## src/rtl/mem_arbiter_pkg.sv

```systemverilog
// Shared definitions for the byte-wide RAM port arbiter.
// Latency: n/a (types, constants and a helper function only).
// Backpressure: n/a.
package mem_arbiter_pkg;

    // Default width of the external RAM byte address
    localparam int RAM_ADDR_W = 17;

    typedef enum logic [1:0] {
        ARB_IDLE = 2'd0,
        ARB_RD   = 2'd1,
        ARB_WR   = 2'd2,
        ARB_DONE = 2'd3
    } arb_state_t;

    // MEM-stage length codes (byte count minus one)
    localparam logic [1:0] LEN_B = 2'd0;
    localparam logic [1:0] LEN_H = 2'd1;
    localparam logic [1:0] LEN_W = 2'd3;

    // Index of the last byte lane for a length code. The illegal
    // code 2 falls into the default and is served as a full word.
    function automatic logic [1:0] last_lane(input logic [1:0] len);
        case (len)
            LEN_B:   last_lane = 2'd0;
            LEN_H:   last_lane = 2'd1;
            default: last_lane = 2'd3;
        endcase
    endfunction

endpackage

```

## src/rtl/mem_arbiter_byte_assembler.sv

```systemverilog
// 4-lane byte register: captures bytes into a lane for read assembly and
// muxes one lane out for write disassembly. Latency: one edge per capture.
// Backpressure: none; the controller drives every strobe.
//
// Ports: clk/rst (async active-low), load/load_val (whole-word load),
// clr (zero all lanes), cap/cap_lane/cap_byte (write one lane),
// sel_lane/sel_byte (lane read mux), word_nxt (value after this edge).
module byte_assembler (
    input  logic        clk,
    input  logic        rst,
    input  logic        load,
    input  logic [31:0] load_val,
    input  logic        clr,
    input  logic        cap,
    input  logic [1:0]  cap_lane,
    input  logic [7:0]  cap_byte,
    input  logic [1:0]  sel_lane,
    output logic [31:0] word_nxt,
    output logic [7:0]  sel_byte
);

    logic [31:0] word;

    // word_nxt is exported so the controller can register the finished
    // word on the same edge that captures the final byte.
    always_comb begin
        word_nxt = word;
        if (load) begin
            word_nxt = load_val;
        end else if (clr) begin
            word_nxt = '0;
        end else if (cap) begin
            word_nxt[{cap_lane, 3'b000} +: 8] = cap_byte;
        end
    end

    assign sel_byte = word[{sel_lane, 3'b000} +: 8];

    always_ff @(posedge clk or negedge rst) begin
        if (!rst) begin
            word <= '0;
        end else begin
            word <= word_nxt;
        end
    end

endmodule

```

## src/rtl/mem_arbiter.sv

```systemverilog
// Arbitrates the byte-wide RAM port between IF (word reads) and MEM (1/2/4 byte loads/stores).
// Latency: read of N bytes done N+RD_LAT cycles after accept; write of N bytes done N cycles after.
// Backpressure: requesters hold req until done; stall_if/stall_mem hold the pipeline meanwhile.
//
// Ports: clk, rst (async active-low); IF side if_req/if_addr -> if_done/if_data;
// MEM side mem_req/mem_we/mem_len/mem_addr/mem_wdata -> mem_done/mem_rdata;
// RAM side ram_a/ram_dout/ram_wr out, ram_din in; stall_if/stall_mem to pipeline control.
// Optional: define MEM_ARB_IF_ABORT_EN to add if_flush, which aborts an in-flight IF read.
module mem_arbiter
    import mem_arbiter_pkg::*;
#(
    parameter int ADDR_W = RAM_ADDR_W,
    parameter int RD_LAT = 1
) (
    input  logic              clk,
    input  logic              rst,
    input  logic              if_req,
    input  logic [31:0]       if_addr,
`ifdef MEM_ARB_IF_ABORT_EN
    input  logic              if_flush,
`endif
    output logic              if_done,
    output logic [31:0]       if_data,
    input  logic              mem_req,
    input  logic              mem_we,
    input  logic [1:0]        mem_len,
    input  logic [31:0]       mem_addr,
    input  logic [31:0]       mem_wdata,
    output logic              mem_done,
    output logic [31:0]       mem_rdata,
    output logic [ADDR_W-1:0] ram_a,
    output logic [7:0]        ram_dout,
    output logic              ram_wr,
    input  logic [7:0]        ram_din,
    output logic              stall_if,
    output logic              stall_mem
);

    // Beat counter must reach last lane + RD_LAT
    localparam int CNT_W = $clog2(RD_LAT + 5);
    localparam logic [CNT_W-1:0] LAT_C = CNT_W'(RD_LAT);

    arb_state_t        state;
    logic              serve_if;   // current access belongs to IF
    logic [ADDR_W-1:0] base;
    logic [1:0]        last;       // last byte lane of the current access
    logic [CNT_W-1:0]  cyc;        // cycles since acceptance

    logic [ADDR_W-1:0] addr_nxt;
    logic [CNT_W-1:0]  last_c;
    logic              acc_mem;
    logic              acc_if;
    logic              flush_abort;
    logic              asm_load;
    logic              asm_clr;
    logic              asm_cap;
    logic [1:0]        asm_cap_lane;
    logic [1:0]        asm_sel_lane;
    logic [31:0]       asm_word_nxt;
    logic [7:0]        asm_sel_byte;

    // Upper address bits are outside the RAM and deliberately dropped
    logic unused_addr_bits;
    assign unused_addr_bits = ^{if_addr[31:ADDR_W], mem_addr[31:ADDR_W]};

    // Address of the next beat; wraps modulo 2^ADDR_W by truncation
    assign addr_nxt = base + ADDR_W'(cyc) + ADDR_W'(1);
    assign last_c   = CNT_W'(last);

    assign acc_mem = (state == ARB_IDLE) && mem_req;
    assign acc_if  = (state == ARB_IDLE) && !mem_req && if_req;

`ifdef MEM_ARB_IF_ABORT_EN
    assign flush_abort = (state == ARB_RD) && serve_if && if_flush;
`else
    assign flush_abort = 1'b0;
`endif

    // Stores preload the word so the lane mux can feed ram_dout; reads
    // start from zero so unused upper lanes give zero-extension.
    assign asm_load     = acc_mem && mem_we;
    assign asm_clr      = (acc_mem && !mem_we) || acc_if || flush_abort;
    assign asm_cap      = (state == ARB_RD) && (cyc >= LAT_C);
    assign asm_cap_lane = 2'(cyc - LAT_C);
    assign asm_sel_lane = 2'(cyc + CNT_W'(1));

    byte_assembler u_asm (
        .clk      (clk),
        .rst      (rst),
        .load     (asm_load),
        .load_val (mem_wdata),
        .clr      (asm_clr),
        .cap      (asm_cap),
        .cap_lane (asm_cap_lane),
        .cap_byte (ram_din),
        .sel_lane (asm_sel_lane),
        .word_nxt (asm_word_nxt),
        .sel_byte (asm_sel_byte)
    );

    // Released in the done cycle so the pipeline advances with the data
    assign stall_mem = mem_req && !mem_done;
    assign stall_if  = (if_req && !if_done) || stall_mem;

    always_ff @(posedge clk or negedge rst) begin
        if (!rst) begin
            state     <= ARB_IDLE;
            serve_if  <= 1'b0;
            base      <= '0;
            last      <= '0;
            cyc       <= '0;
            ram_a     <= '0;
            ram_dout  <= '0;
            ram_wr    <= 1'b0;
            if_done   <= 1'b0;
            if_data   <= '0;
            mem_done  <= 1'b0;
            mem_rdata <= '0;
        end else begin
            case (state)
                ARB_IDLE: begin
                    // MEM has strict priority; IF cannot starve because
                    // MEM traffic is bounded by pipeline flow.
                    if (mem_req) begin
                        serve_if <= 1'b0;
                        base     <= mem_addr[ADDR_W-1:0];
                        ram_a    <= mem_addr[ADDR_W-1:0];
                        last     <= last_lane(mem_len);
                        cyc      <= '0;
                        if (mem_we) begin
                            state    <= ARB_WR;
                            ram_wr   <= 1'b1;
                            ram_dout <= mem_wdata[7:0];
                        end else begin
                            state <= ARB_RD;
                        end
                    end else if (if_req) begin
                        serve_if <= 1'b1;
                        base     <= if_addr[ADDR_W-1:0];
                        ram_a    <= if_addr[ADDR_W-1:0];
                        last     <= LEN_W;
                        cyc      <= '0;
                        state    <= ARB_RD;
                    end
                end

                ARB_RD: begin
                    if (flush_abort) begin
                        state <= ARB_IDLE;
                    end else begin
                        if (cyc < last_c) begin
                            ram_a <= addr_nxt;
                        end
                        // Final byte lands in the assembler at this edge;
                        // register the completed word alongside it.
                        if (cyc == last_c + LAT_C) begin
                            state <= ARB_DONE;
                            if (serve_if) begin
                                if_done <= 1'b1;
                                if_data <= asm_word_nxt;
                            end else begin
                                mem_done  <= 1'b1;
                                mem_rdata <= asm_word_nxt;
                            end
                        end
                        cyc <= cyc + CNT_W'(1);
                    end
                end

                ARB_WR: begin
                    if (cyc == last_c) begin
                        ram_wr   <= 1'b0;
                        mem_done <= 1'b1;
                        state    <= ARB_DONE;
                    end else begin
                        ram_a    <= addr_nxt;
                        ram_dout <= asm_sel_byte;
                        cyc      <= cyc + CNT_W'(1);
                    end
                end

                ARB_DONE: begin
                    if_done  <= 1'b0;
                    mem_done <= 1'b0;
                    state    <= ARB_IDLE;
                end

                default: begin
                    state <= ARB_IDLE;
                end
            endcase
        end
    end

endmodule
```

## config.mk

```make
export PLATFORM = sky130hd
export DESIGN_NAME = mem_arbiter
export DESIGN_NICKNAME = d
export VERILOG_FILES = /design/src/rtl/mem_arbiter_pkg.sv /design/src/rtl/mem_arbiter_byte_assembler.sv /design/src/rtl/mem_arbiter.sv
export SDC_FILE = /design/constraint.sdc
export NUM_CORES = 1
export LEC_CHECK = 0
export ABC_AREA = 1
export CORE_MARGIN = 2
export CORE_UTILIZATION = 45
export DETAILED_ROUTE_END_ITERATION = 16
export GPL_ROUTABILITY_DRIVEN = 0
export PLACE_DENSITY = 0.73
export SYNTH_ARGS = -nofsm -noshare
export SYNTH_HDL_FRONTEND = slang
export SYNTH_SLANG_ARGS = --single-unit
```

## constraint.sdc

```tcl
create_clock -name clk -period 5.24 [get_ports clk]
set_clock_uncertainty 0.2 [all_clocks]
set_input_delay 0.524 -clock clk [delete_from_list [all_inputs] [get_ports clk]]
set_output_delay 0.524 -clock clk [all_outputs]
set_load 0.01 [all_outputs]
```

==> results of run 1 <==
power breakdown:
| part | switching (mW) | internal, mW | total, mW |
|---|---|---|---|
| Combinational | 2.08 | 1.46 | 3.54 |
| Sequential | 0.361 | 1.71 | 2.07 |
| Clock | 0.484 | 0.629 | 1.11 |
| Total | 2.93 | 3.80 | 6.73 |
state kept, by name, indices dropped and copies added, names as in the netlist, 2 cells and up:
name        cells
last            2
ram_a          17
ram_dout        8
cyc             3
u_asm.word     32
mem_rdata      32
if_data        32
base           17
state           2
worst min-delay path, cell delays in order (launching register included):
cell and delay [ns]:
dfrtp_1 0.34, nand2_1 0.05, nand2_1 0.06
what timing repair did:
action                                  CTS  global route
endpoints found under the setup margin    0             0
endpoints found under the hold margin    29             0
hold buffers                              1             0
cell type report:
class	instances	area, µm²
fill	1540	6920
inverter	94	357
antenna	1	2.50
timing repair buffer	182	1810
sequential	149	3730
tap	225	282
clock inverter	12	80.1
clock buffer	20	457
multi-input combinational	831	3720
worst max path at each step:
stage,cells after the start,to,startpoint,slack [ns]
final,9,ram_a[1],state[0],2.21
after global routing,9,ram_a[1],state[0],1.97
after global placement,10,ram_a[1],mem_req,1.89
after CTS,9,if_data[17],cyc[0],2.24
after detailed placement,10,ram_a[1],mem_req,1.85
after floorplan,11,ram_a[6],cyc[0],3.05
routing by layer:
metal / up-vias / wire length [µm]
met5: - / 0
met4: 0 / 499
li1: 3746 / -
met1: 3433 / 10100
met3: 32 / 1490
met2: 235 / 9860
layout by cell type (no fill, tap or decap), drive strengths merged:
cell type | synthesis | layout
nand2 | 565 | 565
clkdlybuf4s50 | 0 | 173
dfrtp | 149 | 149
inv | 91 | 93
nor2 | 83 | 83
nand3 | 72 | 72
o21ai | 47 | 47
a21oi | 25 | 25
clkbuf | 11 | 20
ha | 17 | 17
clkinv | 3 | 11
buf | 27 | 8
o22ai | 3 | 3
mux2i | 2 | 2
a31oi | 2 | 2
or2 | 2 | 2
o21bai | 2 | 2
o211ai | 2 | 2
clkinvlp | 0 | 2
diode | 0 | 1
nor3 | 1 | 1
o32a | 1 | 1
nand4 | 1 | 1
nand3b | 1 | 1
and2 | 1 | 1
xnor2 | 1 | 1
xor2 | 1 | 1
nor3b | 1 | 1
fa | 1 | 1
dlygate4sd3 | 0 | 1
cells by family after synthesis:
family          share of synthesized area
compound gates                     0.0544
xor+xnor                          0.00219
fa+ha+maj                          0.0291
buf+inv                            0.0700
flops                               0.466
mux                               0.00250
simple gates                        0.376
==> impl_metrics.yaml, run 1 <==
min_path:
  min_from: "mem_rdata[1]"
  hold_class: "reg -> reg"
  min_delay_worst_endpoint: "mem_rdata[1]"
  min_path_cells: 2
drt:
  wl_um: 22000
  ant_nets: 0
  initialDrtViolationCount: 511
  via_per_inst: 4.92
  routedWlPerCell_um: 14.5
  remaining_drc_errors: 0
  num_vias: 7446
  dr.pass1.iters: 5
global_routing:
  grt_pass1_vias: 7231
  grt_max_degree: 76
  antenna_found_initial: 0
  grt_overflow_total: 0
  met3_usage: 0.0636
  grt_pass1_wl_um: 36000
  grt.busiest_layer: "met2"
  grtUsageMet2: 0.377
  grt_util_met1: 0.340
  grtUsageTotal: 0.246
critical_path:
  path_class: "reg -> reg"
  worstPathArrival_ns: 3.13
  worstPathCellList: "inv_1, ha_1, nand4_1, inv_1, nor2_2, nand2_1, clkinv_2, o211ai_1, nand2_1"
  cp_top_family: "simple AND/OR/NAND/NOR gates"
  slowest_delay_ns: 0.75
  r2r_setup_slack_ns: 2.21
  reg2reg_depth: 9
  cpMaxStageDelayCell: "nand2_1"
  reg2reg_to: "ram_a[1]"
  r2r_start: "state[0]"
  cp_max_fo: 29
  cp-end-kind: "register"
  crit_required_ns: 5.34
  start_kind: "register"
  worst-path-buf-inv: 3
timing:
  maxSlewViolCount: 0
  max_freq_mhz: 330
  setup-tns-final_ns: 0
  relSlewSlack: 0.311
  rsz0062_at_grt: "false"
  period_minus_slack_ns: 3.03
  holdWs_ns: 0.280
  setup_viol_count_final: 0
  hold_viol: 0
  worst_pin_slew_ns: 1.03
  timing.final.crit_share: 0.578
  fin_ws_ns: 2.21
finish:
  syn_to_final_growth_pct: 30.4
  fin_cells: 1514
  nNetsFinal: 1404
  drive_above_1_share: 0.0699
  final_util: 0.601
  stdcell_area_mm2: 0.0104
synth:
  ys.flop_type: "dfrtp_1"
  synth_area_leaders: "dfrtp_1 47%, nand2_1 26%, inv_1 3.8%"
  synth_area_leader_cell: "dfrtp_1"
  ys_types: 39
  yosysWarnings: 0
  synth_most_common_cell: "nand2_1"
  async_flop_share: 1.00
  synth_fp_nets: 1241
  yosys-top-cells-count: "550 x nand2_1, 149 x dfrtp_1, 81 x inv_1"
  synth_top_area_frac: 0.466
  synth_edf_count: 0
  yosysSeqAreaShare: 0.466
  ys_ff_latch: 149
  synth_cells: 1112
  synth_area_per_cell_um2: 7.20
  syn_area_mm2: 0.00800
power_and_ir_drop:
  p_leak_nw: 5.22
  finalPower_mw: 6.73
  worst_ir_drop_vdd_mv: 0.344
  powerDensity_mw_per_mm2: 645
placement:
  portBuffers: 174
  dp_cells: 1480
  placed_area_mm2: 0.00989
  place_ws_ns: 1.85
  hpwl_um: 15800
outcome:
  status: "finished, final reports clean"
floorplan:
  pin_count: 205
  die_h_um: 137
  dieArea_mm2: 0.0189
  fp.dieW_um: 137
  core_mm2: 0.0174
  floorplan.rows: 48
  start_util: 0.461
clock_network:
  cts_buffer_depth: 2
  cts_tree: "yes"
  clkLatencyLatePin_ns: 0.42
  numCtsBuffers: 17
  cts_root_buf: "clkbuf_16"
  clk_pin_slew_worst_paths_ns: 0.06
  cts.htree.levels: 4
  cts.sinks: 149
  post-cts-setup-buffer-count: 0
  cts_resized: 0
flow_run:
  cap_violations: 0
Note: power is estimated with default switching activity, not from simulation.
==> run 2: changes to the inputs <==
Settings changed: PLACE_DENSITY 0.73 to 0.76.
Clock period 5.24 ns to 2.5 ns, I/O delays scaled along.
==> run 2 against run 1 <==
Compared with the run above: wire length rose by 2.0%; largest power group unchanged; worst setup slack got worse by 2.0 ns; critical path type unchanged; maximum frequency up 34%; core utilization increased by 1.6 points; critical path depth rose by 2.
==> impl_metrics.yaml, run 2 (synthesized netlist as in run 1, its figures left out) <==
outcome:
  status: "finished, final reports clean"
drt:
  routedWlPerCell_um: 14.7
  dr.pass1.iters: 5
  remaining_drc_errors: 0
  initialDrtViolationCount: 500
  ant_nets: 0
  via_per_inst: 4.98
  wl_um: 22400
  num_vias: 7604
global_routing:
  grt_max_degree: 65
  grt_pass1_wl_um: 36300
  grt_overflow_total: 0
  grt_pass1_vias: 7555
  antenna_found_initial: 0
  grtUsageTotal: 0.249
finish:
  final_util: 0.618
  reg.largest.list: "if_data x32, mem_rdata x32, u_asm.word x32"
  seq_area_mm2: 0.00373
  drive_above_1_share: 0.0821
  syn_to_final_growth_pct: 34.0
  multi_input_area_mm2: 0.00373
  final_cell_mix: "549 x nand2_1, 173 x clkdlybuf4s50_1, 149 x dfrtp_1"
  fillCellCount: 1548
  final_common_cell: "nand2_1"
  diodes: 0
  nNetsFinal: 1419
timing:
  max_freq_mhz: 442
  period_minus_slack_ns: 2.26
  setup-tns-final_ns: 0
  relSlewSlack: 0.725
  fin_ws_ns: 0.239
  maxSlewViolCount: 0
  rsz0062_at_grt: "false"
  setup_viol_count_final: 0
  hold_viol: 0
  worst_pin_slew_ns: 0.413
  timing.final.crit_share: 0.904
power_and_ir_drop:
  p_leak_nw: 5.36
  p_int_mw: 8.40
  comb_power_share: 0.521
  p_sw_frac: 0.427
  seq_power_share: 0.295
  clkPwrFrac: 0.184
  powerDensity_mw_per_mm2: 1370
  worst_ir_drop_vdd_mv: 0.649
  p_sw_mw: 6.26
flow_run:
  cap_violations: 0
clock_network:
  cts_tree: "yes"
  cts_root_buf: "clkbuf_16"
  clk_pin_slew_worst_paths_ns: 0.07
  cts.sinks: 149
  cts.htree.levels: 4
  numCtsBuffers: 17
  post-cts-setup-buffer-count: 0
  clkLatencyLatePin_ns: 0.43
  cts_buffer_depth: 2
placement:
  portBuffers: 174
  place_ws_ns: 0.112
  hpwl_um: 16400
floorplan:
  die_h_um: 137
  core_mm2: 0.0174
  pin_count: 205
  dieArea_mm2: 0.0189
  floorplan.rows: 48
  start_util: 0.461
  fp.dieW_um: 137
critical_path:
  slowest_delay_ns: 0.34
  cp_top_family: "simple AND/OR/NAND/NOR gates"
  worstPathCellList: "buf_4, ha_1, nor2_1, nand2_2, nand3_2, inv_1, nand2_1, nand3_2, nand2_2, nand2_1, nand2_1"
  reg2reg_depth: 11
  cp-end-kind: "register"
  cpMaxStageDelayCell: "dfrtp_1"
  path_class: "reg -> reg"
  crit_top_cell: "nand2_1"
  cp_num_cells: 11
  worst-path-buf-inv: 2
  start_kind: "register"
  worstPathArrival_ns: 2.37
  crit_required_ns: 2.61
  cp_max_fo: 24
min_path:
  hold_class: "in -> async"
-- run 2: what timing repair did --
item / CTS / global route
resized for setup: 0 / 1
hold buffers: 1 / 0
endpoints found under the hold margin: 149 / 0
setup endpoints to repair: 0 / 4
-- run 2: power by group through the flow --
stage          combinational (mW)  clock (mW)  sequential [mW]
2_1_floorplan                4.32           0             4.56
3_3_place_gp                 7.46           0             4.33
3_5_place_dp                 7.62           0             4.33
4_1_cts                      7.68        2.74             4.33
5_1_grt                      8.59        2.83             4.47
6_report                     7.65        2.69             4.33
-- run 2: final timing paths --
path                               startpoint             end  slack [ns]
min in group clk                mem_wdata[11]  u_asm.word[11]        0.19
max in group asynchronous                 rst   mem_rdata[13]        1.32
worst min-delay path                      rst       ram_a[12]        0.11
worst min register to register     if_data[9]      if_data[9]        0.28
worst max register to register         cyc[0]      if_data[4]        0.24
worst max-delay path                   cyc[0]      if_data[4]        0.24
-- run 2: through the flow --
stage,power [mW],hold WS (ns),cell area (µm²),std cells
after floorplan,8.88,-0.246,8000,1112
after global placement,11.8,-0.00417,10100,1495
after detailed placement,12.0,-0.00450,10100,1495
after CTS,14.7,0.116,10700,1528
after global routing,15.9,0.136,10700,1528
final,14.7,0.106,10700,1528
-- run 2: metal layers --
metal | vias up | GRT usage | part of all wire
li1 | 3792 | - | -
met1 | 3482 | 0.312 | 0.42
met2 | 294 | 0.423 | 0.48
met3 | 36 | 0.0541 | 0.072
met4 | 0 | 0.0899 | 0.024
met5 | - | 0 | 0
-- run 2: area by class of cell --
cell class                 instances  share of cell area
tap                              225              0.0263
multi-input combinational        831               0.348
clock buffer                      17              0.0397
clock inverter                    15              0.0182
sequential                       149               0.348
timing repair buffer             197               0.187
inverter                          94              0.0333
-- run 2: worst reg2reg max path, cell delays in order (launching register included) --
cell and delay (ns):
dfrtp_1 0.34, buf_4 0.28, ha_1 0.29, nor2_1 0.07, nand2_2 0.13, nand3_2 0.20, inv_1 0.25, nand2_1 0.12
nand3_2 0.08, nand2_2 0.07, nand2_1 0.07, nand2_1 0.05
